--- config.mk ---
export PLATFORM = sky130hd
export DESIGN_NAME = longlat_exec_sched
export DESIGN_NICKNAME = d
export VERILOG_FILES = /design/src/rtl/longlat_exec_sched.sv
export SDC_FILE = /design/constraint.sdc
export NUM_CORES = 1
export LEC_CHECK = 0
export CORE_ASPECT_RATIO = 0.6
export CORE_MARGIN = 3
export CORE_UTILIZATION = 47
export CTS_CLUSTER_DIAMETER = 30
export DETAILED_ROUTE_END_ITERATION = 12
export GPL_ROUTABILITY_DRIVEN = 0
export PLACE_DENSITY_LB_ADDON = 0.3
export RECOVER_POWER = 50
export SYNTH_ARGS = -nofsm -noshare
export SYNTH_HDL_FRONTEND = slang
export SYNTH_SLANG_ARGS = --single-unit
--- constraint.sdc ---
create_clock -name clk -period 2.6 [get_ports clk]
set_input_delay 0.52 -clock clk [delete_from_list [all_inputs] [get_ports clk]]
set_output_delay 0.52 -clock clk [all_outputs]
set_load 0.01 [all_outputs]
--- src/rtl/longlat_exec_sched.sv ---
// longlat_exec_sched
//   Scheduler for the multi-cycle MDU and FPU of the RV32IMF pipeline. It accepts one
//   long-latency op per idle unit from execute and sends the unit a registered one-cycle start
//   pulse. Each unit's result is caught in a holding register, and the two units share one
//   writeback port through a round-robin arbiter. Decode is stalled while it reads a register
//   that a live op will write.
//
// Ports
//   clk, rst                     clock, synchronous active-high reset
//   issue_valid/ready/unit/rd/rd_fp   op handshake from execute (unit: 0 = MDU, 1 = FPU)
//   flush                        kills every pending op
//   mdu_start/done/result        MDU interface
//   fpu_start/done/result/fflags FPU interface
//   wb_valid/ready/rd/rd_fp/data/fflags   shared long-latency writeback port
//   chk_rs1..3, chk_fp1..3       decode source registers to check for hazards
//   hazard_stall                 a decode source matches a pending destination

module longlat_exec_sched #(
  parameter int unsigned XLEN = 32,
  parameter int unsigned REGW = 5
) (
  input  logic            clk,
  input  logic            rst,
  input  logic            issue_valid,
  output logic            issue_ready,
  input  logic            issue_unit,
  input  logic [REGW-1:0] issue_rd,
  input  logic            issue_rd_fp,
  input  logic            flush,
  output logic            mdu_start,
  input  logic            mdu_done,
  input  logic [XLEN-1:0] mdu_result,
  output logic            fpu_start,
  input  logic            fpu_done,
  input  logic [XLEN-1:0] fpu_result,
  input  logic [4:0]      fpu_fflags,
  output logic            wb_valid,
  input  logic            wb_ready,
  output logic [REGW-1:0] wb_rd,
  output logic            wb_rd_fp,
  output logic [XLEN-1:0] wb_data,
  output logic [4:0]      wb_fflags,
  input  logic [REGW-1:0] chk_rs1,
  input  logic [REGW-1:0] chk_rs2,
  input  logic [REGW-1:0] chk_rs3,
  input  logic            chk_fp1,
  input  logic            chk_fp2,
  input  logic            chk_fp3,
  output logic            hazard_stall
);

  typedef enum logic [1:0] {StIdle, StBusy, StHold, StDrain} unit_state_e;

  unit_state_e mdu_st_q, mdu_st_d;
  unit_state_e fpu_st_q, fpu_st_d;

  logic            mdu_start_q, fpu_start_q;
  logic [REGW-1:0] mdu_rd_q, fpu_rd_q;
  logic            mdu_rd_fp_q, fpu_rd_fp_q;
  logic [XLEN-1:0] mdu_res_q, fpu_res_q;
  logic [4:0]      fpu_flags_q;
  logic            prio_q;      // 0 = MDU wins a tie, 1 = FPU
  logic            lock_q;      // a result was offered and stalled last cycle
  logic            lock_sel_q;  // unit offered in that stalled cycle

  logic mdu_acc, fpu_acc;
  logic mdu_hold, fpu_hold, both_hold;
  logic sel;                    // 0 = MDU drives writeback, 1 = FPU
  logic grant, mdu_grant, fpu_grant;

  // A done that arrives together with a flush finishes the killed op, so the unit goes straight
  // to IDLE. Sending it to DRAIN would leave it waiting for a done that never comes.
  function automatic unit_state_e unit_next(unit_state_e st, logic acc, logic done,
                                            logic grnt, logic kill);
    unit_state_e ns;
    ns = st;
    unique case (st)
      StIdle:  if (acc) ns = StBusy;
      StBusy: begin
        if (done)      ns = kill ? StIdle : StHold;
        else if (kill) ns = StDrain;
      end
      StHold:  if (kill || grnt) ns = StIdle;
      StDrain: if (done) ns = StIdle;
      default: ns = StIdle;
    endcase
    return ns;
  endfunction

  function automatic logic src_hit(logic [REGW-1:0] rs, logic rs_fp, logic [REGW-1:0] rd,
                                   logic rd_fp, logic live);
    // Integer x0 is hardwired to zero; f0 is a real register.
    return live && (rs == rd) && (rs_fp == rd_fp) && (rs_fp || (rs != '0));
  endfunction

  // State register
  always_ff @(posedge clk) begin
    if (rst) begin
      mdu_st_q <= StIdle;
      fpu_st_q <= StIdle;
    end else begin
      mdu_st_q <= mdu_st_d;
      fpu_st_q <= fpu_st_d;
    end
  end

  // Next state
  always_comb begin
    mdu_st_d = unit_next(mdu_st_q, mdu_acc, mdu_done, mdu_grant, flush);
    fpu_st_d = unit_next(fpu_st_q, fpu_acc, fpu_done, fpu_grant, flush);
  end

  // Outputs and arbitration
  always_comb begin
    issue_ready = (issue_unit ? (fpu_st_q == StIdle) : (mdu_st_q == StIdle)) & ~flush;
    mdu_acc     = issue_valid & issue_ready & ~issue_unit;
    fpu_acc     = issue_valid & issue_ready & issue_unit;

    mdu_hold  = (mdu_st_q == StHold);
    fpu_hold  = (fpu_st_q == StHold);
    both_hold = mdu_hold & fpu_hold;

    // A stalled offer keeps its unit selected so wb_* cannot change under the consumer.
    if (lock_q)         sel = lock_sel_q;
    else if (both_hold) sel = prio_q;
    else                sel = fpu_hold;

    wb_valid  = mdu_hold | fpu_hold;
    grant     = wb_valid & wb_ready & ~flush;
    mdu_grant = grant & ~sel;
    fpu_grant = grant & sel;

    wb_rd     = '0;
    wb_rd_fp  = 1'b0;
    wb_data   = '0;
    wb_fflags = '0;
    if (wb_valid) begin
      if (sel) begin
        wb_rd     = fpu_rd_q;
        wb_rd_fp  = fpu_rd_fp_q;
        wb_data   = fpu_res_q;
        wb_fflags = fpu_flags_q;
      end else begin
        wb_rd     = mdu_rd_q;
        wb_rd_fp  = mdu_rd_fp_q;
        wb_data   = mdu_res_q;
      end
    end

    mdu_start = mdu_start_q;
    fpu_start = fpu_start_q;

    hazard_stall =
        src_hit(chk_rs1, chk_fp1, mdu_rd_q, mdu_rd_fp_q, (mdu_st_q == StBusy) || mdu_hold)
      | src_hit(chk_rs2, chk_fp2, mdu_rd_q, mdu_rd_fp_q, (mdu_st_q == StBusy) || mdu_hold)
      | src_hit(chk_rs3, chk_fp3, mdu_rd_q, mdu_rd_fp_q, (mdu_st_q == StBusy) || mdu_hold)
      | src_hit(chk_rs1, chk_fp1, fpu_rd_q, fpu_rd_fp_q, (fpu_st_q == StBusy) || fpu_hold)
      | src_hit(chk_rs2, chk_fp2, fpu_rd_q, fpu_rd_fp_q, (fpu_st_q == StBusy) || fpu_hold)
      | src_hit(chk_rs3, chk_fp3, fpu_rd_q, fpu_rd_fp_q, (fpu_st_q == StBusy) || fpu_hold)
      | src_hit(chk_rs1, chk_fp1, issue_rd, issue_rd_fp, mdu_acc | fpu_acc)
      | src_hit(chk_rs2, chk_fp2, issue_rd, issue_rd_fp, mdu_acc | fpu_acc)
      | src_hit(chk_rs3, chk_fp3, issue_rd, issue_rd_fp, mdu_acc | fpu_acc);
  end

  // Datapath and arbiter registers
  always_ff @(posedge clk) begin
    if (rst) begin
      mdu_start_q <= 1'b0;
      fpu_start_q <= 1'b0;
      mdu_rd_q    <= '0;
      fpu_rd_q    <= '0;
      mdu_rd_fp_q <= 1'b0;
      fpu_rd_fp_q <= 1'b0;
      mdu_res_q   <= '0;
      fpu_res_q   <= '0;
      fpu_flags_q <= '0;
      prio_q      <= 1'b0;
      lock_q      <= 1'b0;
      lock_sel_q  <= 1'b0;
    end else begin
      mdu_start_q <= mdu_acc;
      fpu_start_q <= fpu_acc;
      if (mdu_acc) begin
        mdu_rd_q    <= issue_rd;
        mdu_rd_fp_q <= issue_rd_fp;
      end
      if (fpu_acc) begin
        fpu_rd_q    <= issue_rd;
        fpu_rd_fp_q <= issue_rd_fp;
      end
      if ((mdu_st_q == StBusy) && mdu_done) mdu_res_q <= mdu_result;
      if ((fpu_st_q == StBusy) && fpu_done) begin
        fpu_res_q   <= fpu_result;
        fpu_flags_q <= fpu_fflags;
      end
      // Round robin only moves when both units were competing.
      if (grant && both_hold) prio_q <= ~sel;
      lock_q     <= wb_valid & ~wb_ready & ~flush;
      lock_sel_q <= sel;
    end
  end

endmodule
==> impl_metrics.tcl <==
set metrics [dict create \
    slew_headroom_pct 58.9 \
    layout.cells.non_filler 943 \
    num_rows 27 \
    slew_violations 0 \
    start_kind "flip-flop" \
    ys_seq_area_share_pct 38.6 \
    antenna_found_initial 0 \
    cts_max_level 3 \
    viasPerCell 5.43 \
    crit_path_end_kind "output pin" \
    first_global_vias 4958 \
    cts_buffers 9 \
    path_delay_family "buffers and inverters" \
    rrSetupSlack_ns 0.51 \
    fmax_mhz 388 \
    grt_util_all_layers_pct 27.6 \
    whs_path_depth 2 \
    vdd.ir_drop.worst_mv 0.507 \
    insertion_delay_ns 0.34 \
    avgSynthCellArea_sq_um 7.22 \
    dr_total_vias 5122 \
    cp_cell_sequence "inv_4 -> ha_4 -> nor2b_4 -> nand2b_4 -> o21ai_4 -> buf_8 -> clkbuf_16 -> nand2_4 -> a21oi_2 -> buf_2" \
    fin_crit_sh_pct 99.1 \
    cts-root-buf "clkbuf_16" \
    diodes 0 \
    io_buffers 148 \
    wirelength_mm 16.5 \
    cp_data_arrival_time_ns 2.06 \
    drive_above_1_share_pct 23.1 \
    slowest_stage "dfxtp_2" \
    die_area_sq_um 11200 \
    dpl.hpwl_mm 11.1 \
    ant_nets 0 \
    powerDensity_nw_per_um2 652 \
    synth-seq-cells 90 \
    fillers 685 \
    drt_pre_antenna_iters 5 \
    rsz0062_at_grt "true" \
    place_inst 920 \
    finalHoldViolations 0 \
    r2r_start "fpu_st_q[0]" \
    io_pins 149 \
    wl_per_cell_microns 17.5 \
    area_growth_pct 52.5 \
    hold_end "fpu_flags_q[4]" \
    worst_slew_pin_slew_ns 0.616 \
    rr_worst_depth 9 \
    min-delay-start "fpu_flags_q[4]" \
    hp-class "flip-flop to flip-flop" \
    tritoncts "built" \
    clock-sinks 90 \
    cap_violations 0 \
    setup_violations 0 \
    die_width_microns 135 \
    combPwrFrac_pct 34.8 \
    crit_fanout 6 \
    critPathBufInv 4 \
    grt_max_degree 91 \
    core_sq_um 9430 \
    ys_warn_count 0 \
    p_seq_share_pct 36.2 \
    status "completed" \
    clkPwrFrac_pct 29.0 \
    critPathKind "flip-flop to output pin" \
    p_int_uw 3060 \
    rr_endpoint "mdu_st_q[1]" \
    fin_nets 917 \
    cp_slowest_stage_delay_ns 0.36 \
    grt_first_pass_wirelength_mm 25.0 \
    drc 0 \
    start_util_pct 49.5 \
    postLayoutCoreUtil_pct 75.4 \
    power_switching_share_pct 34.0 \
    finalPower_uw 4630 \
    synth_nets 755 \
    synth_cells 646 \
    switchingPower_uw 1570 \
    clock_path_buffers 2 \
    die_h_microns 83.2 \
    cellLeakagePower_uw 0.00285 \
    period_needed_ns 2.58 \
    globalRouteOverflowTotal 0 \
    initialDrtViolationCount 391 \
    synth.distinct_cells 37 \
    whs_ns 0.454 \
    syn_area_sq_um 4660 \
    clk_pin_slew_worst_paths_ns 0.06 \
    skew_ns 0.00723 \
    worstPathRequired_ns 2.08 \
]
sequential cells by signal (all words and copies together), names as in the netlist:
register	cells
mdu_rd_fp_q	1
prio_q	1
fpu_flags_q	5
mdu_res_q	32
mdu_rd_q	5
mdu_start	1
fpu_start	1
mdu_st_q	2
fpu_rd_fp_q	1
fpu_st_q	2
lock_sel_q	1
fpu_res_q	32
lock_q	1
fpu_rd_q	5
tightest hold or removal path, cell delays in order, from the launching register on:
cell and delay (ns):
dfxtp_1 0.31, nand2_1 0.05, a21oi_1 0.05
per-layer routing:
layer  GRT usage, %  part of all wire [%]  wire (microns)  vias up
met5              0                     0               0        -
met4           6.38                   1.3             206        0
met3           7.69                   9.9            1620       23
met2           41.9                    45            7340      249
met1           39.2                    44            7290     2416
li1               -                     -               -     2434
repair_timing:
| action | in CTS | in global routing |
|---|---|---|
| buffers inserted | 3 | 2 |
| endpoints found under the hold margin | 0 | 0 |
| gates cloned | 1 | 2 |
| pin swaps | 18 | 29 |
| endpoints found under the setup margin | 44 | 45 |
| hold buffers | 0 | 0 |
| resized for setup | 207 | 65 |
layout make-up:
class	instances	area (sq um)	area share, %
clock buffers	11	253	3.55
clock inverters	5	61.3	0.862
inverters	12	62.6	0.880
multi-input cells	490	2900	40.8
flip-flops and latches	90	1810	25.4
well taps	130	163	2.29
repair buffers	205	1870	26.3
worst max path at each step:
stage | depth (start not counted) | startpoint | end
3_5_place_dp | 7 | issue_unit | hazard_stall
5_1_grt | 8 | chk_rs1[4] | hazard_stall
4_1_cts | 11 | mdu_st_q[0] | wb_data[3]
3_3_place_gp | 7 | issue_unit | hazard_stall
6_report | 10 | mdu_st_q[0] | wb_data[27]
2_1_floorplan | 8 | mdu_st_q[0] | wb_rd[0]
cell usage after synthesis, drive strengths merged:
library cell	instances	area share [%]
nand2	223	18
a21oi	109	12
dfxtp	90	39
clkbuf	45	3.6
xnor2	27	5.1
xor2	27	5.1
nor2	24	1.9
mux2i	14	3.0
nor4	13	1.7
inv	11	0.89
nand4	11	1.8
buf	9	1.0
ha	8	2.1
and3	5	0.67
o21ai	5	0.54
nand2b	4	0.54
a211oi	2	0.32
a21o	2	0.35
and2	2	0.27
nand3	2	0.21
o2111ai	2	0.38
a211o	1	0.19
a222oi	1	0.21
a31o	1	0.19
and2b	1	0.19
clkinv	1	0.35
nand4b	1	0.19
nor2b	1	0.13
o21a	1	0.16
o311ai	1	0.19
o31ai	1	0.16
or3b	1	0.19
layout by cell type (no fill, tap or decap), types with 4 or more instances in the layout:
cell	instances
nand2_1	206
clkbuf_16	11
dfxtp_1	88
inv_1	7
xor2_1	27
and3_1	5
dlygate4sd2_1	7
xnor2_1	26
nor4_1	7
ha_1	4
nor4_2	4
a21oi_1	80
mux2i_1	13
clkdlybuf4s50_1	86
clkdlybuf4s15_1	4
nor2_1	23
a21oi_2	29
buf_6	4
buf_4	44
dlymetal6s2s_1	10
buf_12	5
nand4_1	10
buf_2	40
nand2_2	14
cell families (layout without fill, tap and decap cells):
logic type | Yosys count | count (layout) | share of synthesized area, %
simple gates | 288 | 288 | 25.8
compound gates | 126 | 126 | 14.4
flops | 90 | 90 | 38.6
buf+inv | 66 | 233 | 5.88
xor+xnor | 54 | 54 | 10.1
mux | 14 | 14 | 3.01
fa+ha+maj | 8 | 8 | 2.15
power by group through the flow:
| stage | clock network [uW] | registers, uW | logic, uW |
|---|---|---|---|
| after detailed placement | 0 | 1680 | 1370 |
| final | 1350 | 1680 | 1610 |
| after global routing | 1420 | 1690 | 1730 |
| after CTS | 1360 | 1650 | 1450 |
| after global placement | 0 | 1670 | 1330 |
| after floorplan | 0 | 1640 | 769 |
stage by stage:
stage	instance area, sq um	setup slack [ns]	setup TNS [ns]
floorplan	4660	0.387	0
global placement	6530	-0.532	-1.38
detailed placement	6530	-0.653	-2.48
CTS	6850	-0.0681	-1.39
global route	7110	-0.0363	-0.277
finish	7110	0.0228	0
Power figures use the tool's default switching activity.
